## src/rtl/proc_pkg.sv

```systemverilog
// ============================================================================
// Module   : proc_pkg
// Brief    : Shared widths and result record for the writeback slice.
// Revision : 1.0
// ============================================================================
`default_nettype none

package proc_pkg;

    localparam int DATA_W  = 16;
    localparam int REG_AW  = 4;
    localparam int NUM_REG = 2 ** REG_AW;

    localparam logic [REG_AW-1:0] REG_ZERO = '0;

    typedef struct packed {
        logic [REG_AW-1:0] rd;
        logic [DATA_W-1:0] data;
    } result_t;

endpackage

`default_nettype wire

```

## src/rtl/wb_skid_buffer.sv

```systemverilog
// ============================================================================
// Module   : wb_skid_buffer
// Brief    : One-entry holder for an ALU result displaced by a load result.
// Revision : 1.0
// ============================================================================
`default_nettype none

module wb_skid_buffer
    import proc_pkg::*;
(
    input  logic    clock,
    input  logic    reset,
    input  logic    load,
    input  logic    unload,
    input  result_t din,
    output logic    valid,
    output result_t dout,
    output logic    ready
);

    logic    r_valid;
    result_t r_entry;

    // Load only happens while empty, so it never races an unload.
    always_ff @(posedge clock or negedge reset) begin
        if (!reset) begin
            r_valid <= 1'b0;
            r_entry <= '0;
        end else if (load) begin
            r_valid <= 1'b1;
            r_entry <= din;
        end else if (unload) begin
            r_valid <= 1'b0;
        end
    end

    assign valid = r_valid;
    assign dout  = r_entry;
    assign ready = ~r_valid;

endmodule

`default_nettype wire

```

## src/rtl/reg_writeback_unit.sv

```systemverilog
// ============================================================================
// Module   : reg_writeback_unit
// Brief    : Merges ALU/load results into one register-file write per cycle
//            and tracks pending writes to stall decode on RAW/WAW hazards.
// Revision : 1.0
// ============================================================================
`default_nettype none

module reg_writeback_unit
    import proc_pkg::*;
(
    input  logic               clock,
    input  logic               reset,
    input  logic               issue_valid,
    input  logic [REG_AW-1:0]  issue_rs1,
    input  logic [REG_AW-1:0]  issue_rs2,
    input  logic [REG_AW-1:0]  issue_rd,
    input  logic               issue_wr,
    output logic               stall,
    input  logic               alu_valid,
    input  logic [REG_AW-1:0]  alu_rd,
    input  logic [DATA_W-1:0]  alu_data,
    output logic               alu_ready,
    input  logic               mem_valid,
    input  logic [REG_AW-1:0]  mem_rd,
    input  logic [DATA_W-1:0]  mem_data,
    output logic               wb_write,
    output logic [REG_AW-1:0]  wb_rd,
    output logic [DATA_W-1:0]  wb_data,
    output logic [NUM_REG-1:0] busy,
    output logic               err
);

    logic [NUM_REG-1:0] r_busy;
    logic               r_wb_write;
    logic [REG_AW-1:0]  r_wb_rd;
    logic [DATA_W-1:0]  r_wb_data;
    logic               r_err;

    logic               w_skid_valid;
    logic               w_skid_ready;
    logic               w_skid_load;
    logic               w_skid_unload;
    result_t            w_skid_dout;
    result_t            w_alu_res;
    result_t            w_sel;
    logic               w_sel_valid;
    logic               w_sel_write;
    logic               w_alu_take;
    logic               w_issue_accept;
    logic [NUM_REG-1:0] w_set_mask;
    logic [NUM_REG-1:0] w_clr_mask;

    assign w_alu_res  = '{rd: alu_rd, data: alu_data};
    assign w_alu_take = alu_valid & w_skid_ready;

    wb_skid_buffer u_skid (
        .clock  (clock),
        .reset  (reset),
        .load   (w_skid_load),
        .unload (w_skid_unload),
        .din    (w_alu_res),
        .valid  (w_skid_valid),
        .dout   (w_skid_dout),
        .ready  (w_skid_ready)
    );

    // Priority: load result, then the older skid entry, then a live ALU result.
    always_comb begin
        w_sel_valid   = 1'b0;
        w_sel         = '0;
        w_skid_load   = 1'b0;
        w_skid_unload = 1'b0;
        if (mem_valid) begin
            w_sel_valid = 1'b1;
            w_sel       = '{rd: mem_rd, data: mem_data};
            w_skid_load = w_alu_take;
        end else if (w_skid_valid) begin
            w_sel_valid   = 1'b1;
            w_sel         = w_skid_dout;
            w_skid_unload = 1'b1;
        end else if (w_alu_take) begin
            w_sel_valid = 1'b1;
            w_sel       = w_alu_res;
        end
    end

    assign w_sel_write = w_sel_valid & (w_sel.rd != REG_ZERO);

    assign stall = issue_valid &
                   ((r_busy[issue_rs1] & (issue_rs1 != REG_ZERO)) |
                    (r_busy[issue_rs2] & (issue_rs2 != REG_ZERO)) |
                    (issue_wr & r_busy[issue_rd] & (issue_rd != REG_ZERO)));

    assign w_issue_accept = issue_valid & ~stall & issue_wr & (issue_rd != REG_ZERO);

    always_comb begin
        w_set_mask = '0;
        w_clr_mask = '0;
        w_set_mask[issue_rd] = w_issue_accept;
        w_clr_mask[w_sel.rd] = w_sel_write;
    end

    always_ff @(posedge clock or negedge reset) begin
        if (!reset) begin
            r_busy     <= '0;
            r_wb_write <= 1'b0;
            r_wb_rd    <= '0;
            r_wb_data  <= '0;
            r_err      <= 1'b0;
        end else begin
            r_busy     <= (r_busy & ~w_clr_mask) | w_set_mask;
            r_wb_write <= w_sel_write;
            if (w_sel_write) begin
                r_wb_rd   <= w_sel.rd;
                r_wb_data <= w_sel.data;
            end
            // A write to a register nobody was waiting on is a protocol slip.
            if (w_sel_write && !r_busy[w_sel.rd]) begin
                r_err <= 1'b1;
            end
        end
    end

    assign alu_ready = w_skid_ready;
    assign wb_write  = r_wb_write;
    assign wb_rd     = r_wb_rd;
    assign wb_data   = r_wb_data;
    assign busy      = r_busy;
    assign err       = r_err;

endmodule

`default_nettype wire

```

## config.mk

```make
export PLATFORM = sky130hd
export DESIGN_NAME = reg_writeback_unit
export DESIGN_NICKNAME = d
export VERILOG_FILES = /design/src/rtl/proc_pkg.sv /design/src/rtl/wb_skid_buffer.sv /design/src/rtl/reg_writeback_unit.sv
export SDC_FILE = /design/constraint.sdc
export NUM_CORES = 1
export LEC_CHECK = 0
export BUFFER_PORTS_ARGS = -buffer_cell sky130_fd_sc_hd__buf_4
export CAP_MARGIN = 40
export CORE_ASPECT_RATIO = 0.6
export CORE_MARGIN = 4
export CORE_UTILIZATION = 28
export DETAILED_ROUTE_END_ITERATION = 10
export GPL_ROUTABILITY_DRIVEN = 0
export SLEW_MARGIN = 15
export SYNTH_ARGS = -nofsm -noshare
export SYNTH_HDL_FRONTEND = slang
export SYNTH_SLANG_ARGS = --single-unit
```

## constraint.sdc

```tcl
create_clock -name clock -period 2.18 [get_ports clock]
set_input_delay 0.218 -clock clock [delete_from_list [all_inputs] [get_ports clock]]
set_output_delay 0.218 -clock clock [all_outputs]
set_load 0.05 [all_outputs]
```

* Yosys cells after proc, flatten, opt, wreduce, memory -nomap -nowiden *
Index checks and enable logic that the tools add are counted.

storage, ports and cells
  register bits = 59
  latch bits = 0
  memory bits (writable) = 0
  memory bits (read-only) = 0
  bits of input ports = 58
  output and inout port bits = 40
  word-level logic and storage cells = 65
  memories kept = 0

cells by class
  add/subtract/negate cells = 0
  $mul = 0
  div/mod/pow operators = 0
  $lt $le $gt $ge = 6
  eq/ne operators = 0
  shift operators = 0
  mux-type cells = 23
  bitwise gates (word level) = 19
  reductions and logical operators = 9

operators with widths
  cell                                                 count
  2-to-1 mux 20 bit                                    3
  AND 16 bit                                           3
  < comparator 4 x 5 -> 1 bit, second input constant   4
  binary-select mux 1 bit (select 4 bit)               4
  inverter 16 bit                                      1
  OR 16 bit                                            1
  nonzero test 4 bit                                   4
  2-to-1 mux 1 bit                                     14
  AND 1 bit                                            10
  demux 1 bit (select 4 bit)                           2
  >= comparator 4 x 1 -> 1 bit, second input constant  2
  logical AND 1 bit                                    3
  inverter 1 bit                                       2
  OR 1 bit                                             2
  nonzero test 2 bit                                   1
  zero test 1 bit                                      1

* Depth between registers and ports, before layout *
Gate-level depths: netlist of the first run.

  word-level depth = 13
  mapped depth = 8
  gate-level depth less buffers = 6

* By module *
A second synthesis of the first run with hierarchy kept.

unflattened totals
  cell total of the unflattened synthesis = 322
  area total of the unflattened synthesis = 3545.9 µm²

modules (own cells, without submodules)
  module              times used  cells an instance  area each (µm²)
  reg_writeback_unit  1           277                2690.1
  wb_skid_buffer      1           45                 855.8

* Least setup slack after synthesis of the first run *
No wires, ideal clock.

  kind = register to output
  start point = register r_busy[12], in the netlist busy[12]
  end point = output stall
  arrival = 2.181 ns
  required time = 1.962 ns
  setup slack = -0.219 ns
  cell stages (with the launch flop) = 7
  cells stage by stage = dfrtp_1 > mux4_2 > nor2_1 > nor4_1 > nor3_1 > nand2_1 > and2_1

on the way
  longest elaborated chain between the ends = 6
  elaborated cells between the ends (all ways) = 13

ends and longest elaborated chain
  what                                                       line                                                                          text
  start, declared                                            reg_writeback_unit.sv:34                                                      logic [NUM_REG-1:0] r_busy;
  start signal, assigned                                     reg_writeback_unit.sv:112                                                     r_busy <= (r_busy & ~w_clr_mask) | w_set_mask;
  binary-select mux 1 bit (select 4 bit) (on tied branches)  reg_writeback_unit.sv:91, reg_writeback_unit.sv:92, reg_writeback_unit.sv:93
  2-to-1 mux 1 bit (on tied branches)                        reg_writeback_unit.sv:91, reg_writeback_unit.sv:92, reg_writeback_unit.sv:93
  AND 1 bit (on tied branches)                               reg_writeback_unit.sv:91, reg_writeback_unit.sv:92, reg_writeback_unit.sv:93
  OR 1 bit / AND 1 bit (equally long branches)               reg_writeback_unit.sv:91, reg_writeback_unit.sv:93
  OR 1 bit (*)                                               reg_writeback_unit.sv:92                                                      (r_busy[issue_rs2] & (issue_rs2 != REG_ZERO)) |
  AND 1 bit (*)                                              reg_writeback_unit.sv:90                                                      assign stall = issue_valid &
  end, declared                                              reg_writeback_unit.sv:19                                                      output logic stall,

Mark *: on every way between the ends. The rest lies on a longest branch, timed or not. The select of a mux whose other input is x is not followed.

* Worst setup path after layout of the first run *
  start point = register r_busy[10], in the netlist busy[10]
  end point = output stall

Same word-level chain as after synthesis.

==> results of run 1 <==
==> final cells by class <==
class | instances | area [sq um] | share of cell area, %
inverter | 8 | 30.0 | 0.625
clock inverter | 3 | 17.5 | 0.364
sequential | 59 | 1490 | 31.1
clock buffer | 12 | 236 | 4.92
multi-input combinational | 246 | 1860 | 38.7
timing repair buffer | 125 | 970 | 20.2
tap | 160 | 200 | 4.16
==> synth_stat cells, types with 2 or more instances <==
library cell | instances | area (sq um)
dfrtp_1 | 59 | 1480
nand2_1 | 34 | 128
o21ai_0 | 29 | 145
a21oi_1 | 28 | 140
mux2_2 | 28 | 315
nor2_1 | 22 | 82.6
a22oi_1 | 17 | 128
o21ai_1 | 16 | 80.1
clkbuf_1 | 13 | 48.8
inv_1 | 8 | 30.0
nor2b_1 | 8 | 50.1
nand3_1 | 5 | 25.0
a21o_1 | 4 | 30.0
mux2i_1 | 4 | 40.0
mux4_2 | 4 | 90.1
nand3b_1 | 4 | 30.0
buf_6 | 3 | 33.8
mux4_1 | 3 | 78.8
nand2b_1 | 3 | 18.8
o41ai_1 | 3 | 26.3
a211oi_1 | 2 | 15.0
a221oi_1 | 2 | 17.5
and3_1 | 2 | 12.5
buf_1 | 2 | 7.51
clkbuf_8 | 2 | 27.5
nand3b_2 | 2 | 22.5
o211ai_1 | 2 | 15.0
o21a_1 | 2 | 15.0
==> routing by layer <==
metal	GRT usage, %	routed length [microns]
met5	0	0
met2	22.8	4810
met4	4.04	114
met3	5.62	1120
met1	23.4	4920
==> how the worst max path moves through the flow <==
stage,from,to,depth (start not counted)
after global placement,busy[13],busy[13],6
after detailed placement,busy[10],busy[3],6
final,busy[10],stall,6
after floorplan,busy[13],busy[5],6
after CTS,busy[7],stall,7
after global routing,busy[11],stall,6
==> kinds of logic (layout without fill, tap and decap cells) <==
logic type / after synthesis / in the layout
and+or+nand+nor: 91 / 91
AOI/OAI and AO/OA: 116 / 116
buffers and inverters: 29 / 148
muxes: 39 / 39
DFF: 59 / 59
==> critical path: stages, from the launching register on <==
cell	delay, ns
dfrtp_2	0.43
mux4_2	0.46
mux2_4	0.29
a22oi_2	0.25
nand2_1	0.12
and2_4	0.15
buf_8	0.14
==> power breakdown <==
part / switching, uW / internal (uW) / leakage [uW] / total, uW
Combinational: 874 / 601 / 0.00131 / 1480
Sequential: 163 / 1280 / 0.000706 / 1440
Clock: 457 / 757 / 0.000122 / 1210
==> flip-flops by register name (all words and copies together) (netlist names) <==
name	cells
u_skid.valid	1
wb_write	1
err	1
wb_data	16
busy	16
u_skid.dout	20
wb_rd	4
==> metrics by stage <==
stage | util (%) | hold slack [ns] | std cells | cell area (sq um) | power, uW
3_5_place_dp | 37.9 | 0.349 | 591 | 4340 | 2800
4_1_cts | 41.3 | 0.00400 | 612 | 4730 | 4110
3_3_place_gp | 37.8 | 0.344 | 590 | 4330 | 2770
5_1_grt | 42.0 | 0.0288 | 613 | 4810 | 4330
2_1_floorplan | - | -0.0776 | 334 | 3350 | 2240
6_report | 42.0 | -0.0336 | 613 | 4810 | 4130
==> repair_timing <==
action,CTS,global route
hold buffers,0,0
setup endpoints to repair,15,16
gates resized for setup,20,12
cloned,0,0
hold endpoints to repair,0,0
setup buffers,7,2
pin swaps,11,7
==> flow_summary.ini, run 1 <==
[detailed_routing]
avgViaCountPerCell = 4.99
via_count = 3060
drt-initial-drc-count = 229
antenna_left = 0
dr.pass1.iters = 4
wire_per_inst_microns = 17.9
routed_wl_microns = 11000
drc = 0

[setup_path]
rrSetupSlack_ns = -0.08
endpoint_kind = primary output
reg2reg_to = busy[6]
worstSetupStartpointType = register
worstSetupPathType = reg -> out
reg2reg_depth = 8
r2r_start = busy[10]
required_ns = 1.96
crit_fanout = 4
critPathArrivalTime_ns = 2.17

[clocking]
clk_latency_ns = 0.32
h-tree-depth = 3
cts.path.max_buffers = 2
cts_made_buffers = 9
cts_sinks = 59
root_buffer = clkbuf_16
cts_tree = yes
cts.clk_slew.worst_paths_ns = 0.06

[final_layout]
diodes = 0
final_cell_mix = buf_4, dfrtp_1, nand2_1
final_common_cell = buf_4
fin_nets = 507
layout-drive-gt1-share_pct = 45.9
filler_cell_count = 1093
area_delta_synth_final_pct = 44.2

[place]
port_buffers = 97
pre_cts_ws_ns = -0.113
hpwl_microns = 8390

[yosys]
ys_ff_latch = 59
synth_compound_area_share_pct = 21.4
synth_fp_nets = 392
ys_seq_area_share_pct = 44.3
syn_avg_cell_area_sq_um = 9.98
synthAdderAreaFrac_pct = 0
yosys.area_share.simple_pct = 14.1
synth_cell_types = 51
ys.flop_type = dfrtp_1
synth_area_sq_um = 3330
syn_inst = 334
synth_enable_flop_cells = 0
yosys.area_share.xor_xnor_pct = 0
synth_warnings = 0
synth.area.mux_share_pct = 15.7
synth_async_sr_flop_share_pct = 100
synth_top_family_by_area = compound AO/OA/AOI/OAI gates

[global_routing]
grt_max_degree = 60
grt_pass1_vias = 3026
grt_usage_pct = 16.1
antenna_found_initial = 0
grt-ovfl-total = 0
grt_pass1_wl_microns = 17100

[min_path]
min_path_type = in -> async

[die]
io-pin-count = 98
start_util_pct = 29.1
core_area_sq_um = 11400
rows = 30
chipWidth_microns = 149
dieHeight_microns = 92.5
die-area_sq_um = 13800

[timing]
slew_violations = 0
layout_setup_ws_ns = -0.204
worst_slew_pin_slew_ns = 0.757
rsz0062_at_grt = true
period_needed_ns = 2.38
finClkSkew_ns = 0.0111
setup_violations = 13
slew_headroom_pct = 49.5
finalSetupTns_ns = -1.01
hold_viol = 51
finalCritPeriodShare_pct = 109
worst_hold_slack_ns = -0.0336
clock.fmax_mhz = 419

[power_and_ir_drop]
p_leak_uw = 0.00214
vdd_ir_drop_max_mv = 0.367
power_density_nw_per_um2 = 859

[run_status]
violations = negative hold slack, negative setup slack
status = finished with violations

[job]
cap_viol_max_count = 0
No activity file was read; power rests on OpenSTA's default activity.
==> run 2, diff against run 1 <==
--- a/config.mk
+++ b/config.mk
@@ -12,6 +12,7 @@
 export CORE_UTILIZATION = 28
 export DETAILED_ROUTE_END_ITERATION = 10
 export GPL_ROUTABILITY_DRIVEN = 0
+export MAX_ROUTING_LAYER = met4
 export SLEW_MARGIN = 15
 export SYNTH_ARGS = -nofsm -noshare
 export SYNTH_HDL_FRONTEND = slang
==> flow_summary.ini, run 2 (synthesized netlist as in run 1, its figures left out) <==
[clocking]
cts.path.max_buffers = 2
cts_made_buffers = 9
cts.clk_slew.worst_paths_ns = 0.06
hold_buffers = 0
root_buffer = clkbuf_16
h-tree-depth = 3
clk_latency_ns = 0.32
cts_tree = yes
cts_sinks = 59

[place]
hpwl_microns = 8390
port_buffers = 97
pre_cts_ws_ns = -0.113
dpl_cell_area_sq_um = 4340

[setup_path]
worstSetupStartpointType = register
critical_path.cell_chain = mux4_2 -> mux2_4 -> a22oi_2 -> nand2_1 -> and2_4 -> buf_8
required_ns = 1.96
reg2reg_to = busy[6]
reg2reg_depth = 8
critPathArrivalTime_ns = 2.17
cpPeakStageDelay_ns = 0.46
rrSetupSlack_ns = -0.08
r2r_start = busy[10]
path_buf_inv = 1
endpoint_kind = primary output
slowest_stage = mux4_2
crit_fanout = 4
worstSetupPathType = reg -> out
crit_family = multiplexers
startpoint = busy[10]

[timing]
setup_violations = 13
period_needed_ns = 2.39
finalCritPeriodShare_pct = 110
clock.fmax_mhz = 419
rsz0062_at_grt = true
slew_headroom_pct = 49.4
layout_setup_ws_ns = -0.208
slew_violations = 0
worst_slew_pin_slew_ns = 0.758
worst_hold_slack_ns = -0.0344
hold_viol = 52
finClkSkew_ns = 0.0114

[final_layout]
layout-drive-gt1-share_pct = 45.9
diodes = 0
final_common_cell = buf_4
largest_reg_flops = 20
area_delta_synth_final_pct = 44.2
multi_input_area_sq_um = 1860
final_cell_mix = buf_4, dfrtp_1, nand2_1
filler_cell_count = 1093
regArea_sq_um = 1490
fin_nets = 507
final_area_sq_um = 4810

[run_status]
status = finished with violations
violations = negative hold slack, negative setup slack

[global_routing]
antenna_found_initial = 0
grt_pass1_wl_microns = 17100
grt_pass1_vias = 3030
grt-ovfl-total = 0
grt_usage_pct = 16.6
grt_max_degree = 60

[detailed_routing]
avgViaCountPerCell = 5.00
routed_wl_microns = 11000
drt-initial-drc-count = 279
via_count = 3067
dr.pass1.iters = 5
antenna_left = 0
wire_per_inst_microns = 17.9
drc = 0

[power_and_ir_drop]
p_leak_uw = 0.00214
seq_power_share_pct = 34.8
swShare_pct = 36.2
pwr-share-clk_pct = 29.5
p_sw_uw = 1490
power_density_nw_per_um2 = 859
comb_power_share_pct = 35.7
p_int_uw = 2640
vdd_ir_drop_max_mv = 0.368

[die]
rows = 30
start_util_pct = 29.1
core_area_sq_um = 11400
die-area_sq_um = 13800
io-pin-count = 98
dieHeight_microns = 92.5
chipWidth_microns = 149

[min_path]
min_path_type = in -> async

[job]
cap_viol_max_count = 0
-- run 2: cell counts in the layout (fill, tap and decap cells not counted) --
Identical to the previous run, type by type.
-- run 2: worst max path at each step --
stage | to | slack [ns] | cells past startpoint
finish | stall | -0.21 | 6
global route | stall | -0.30 | 6
CTS | stall | -0.20 | 7
detailed placement | busy[3] | -0.11 | 6
global placement | busy[13] | 0.01 | 6
floorplan | busy[5] | 0.04 | 6
-- run 2: cell type report --
| cell class | count | area share [%] |
|---|---|---|
| clock buffer | 12 | 4.92 |
| inverter | 8 | 0.625 |
| sequential | 59 | 31.1 |
| clock inverter | 3 | 0.364 |
| multi-input combinational | 246 | 38.7 |
| tap | 160 | 4.16 |
| timing repair buffer | 125 | 20.2 |
-- run 2: what timing repair did --
item                       in CTS  in global routing
setup endpoints to repair      15                 16
setup buffers                   7                  2
gates resized for setup        20                 12
pin swaps                      11                  7
-- run 2: power groups by stage --
stage | combinational (uW) | clock, uW | sequential (uW)
after floorplan | 487 | 0 | 1750
after global placement | 1340 | 0 | 1430
after detailed placement | 1350 | 0 | 1450
after CTS | 1440 | 1250 | 1430
after global routing | 1570 | 1300 | 1450
final | 1470 | 1220 | 1440
-- run 2: through the flow --
stage                     TNS (ns)  hold WS, ns  power, uW  utilization (%)  std cells
after floorplan                  0      -0.0776       2240                -        334
after global placement           0        0.344       2770             37.8        590
after detailed placement    -0.937        0.349       2800             37.9        591
after CTS                   -0.606      0.00400       4110             41.3        612
after global routing         -2.67       0.0289       4330             42.0        613
final                        -1.04      -0.0344       4130             42.0        613
-- run 2: metal layers --
metal	share of wire [%]	track usage [%]	vias to the layer above
met2	44	22.8	109
met1	45	23.4	1491
met3	9.8	5.62	9
li1	-	-	1458
met5	0	-	-
met4	0.88	4.04	0
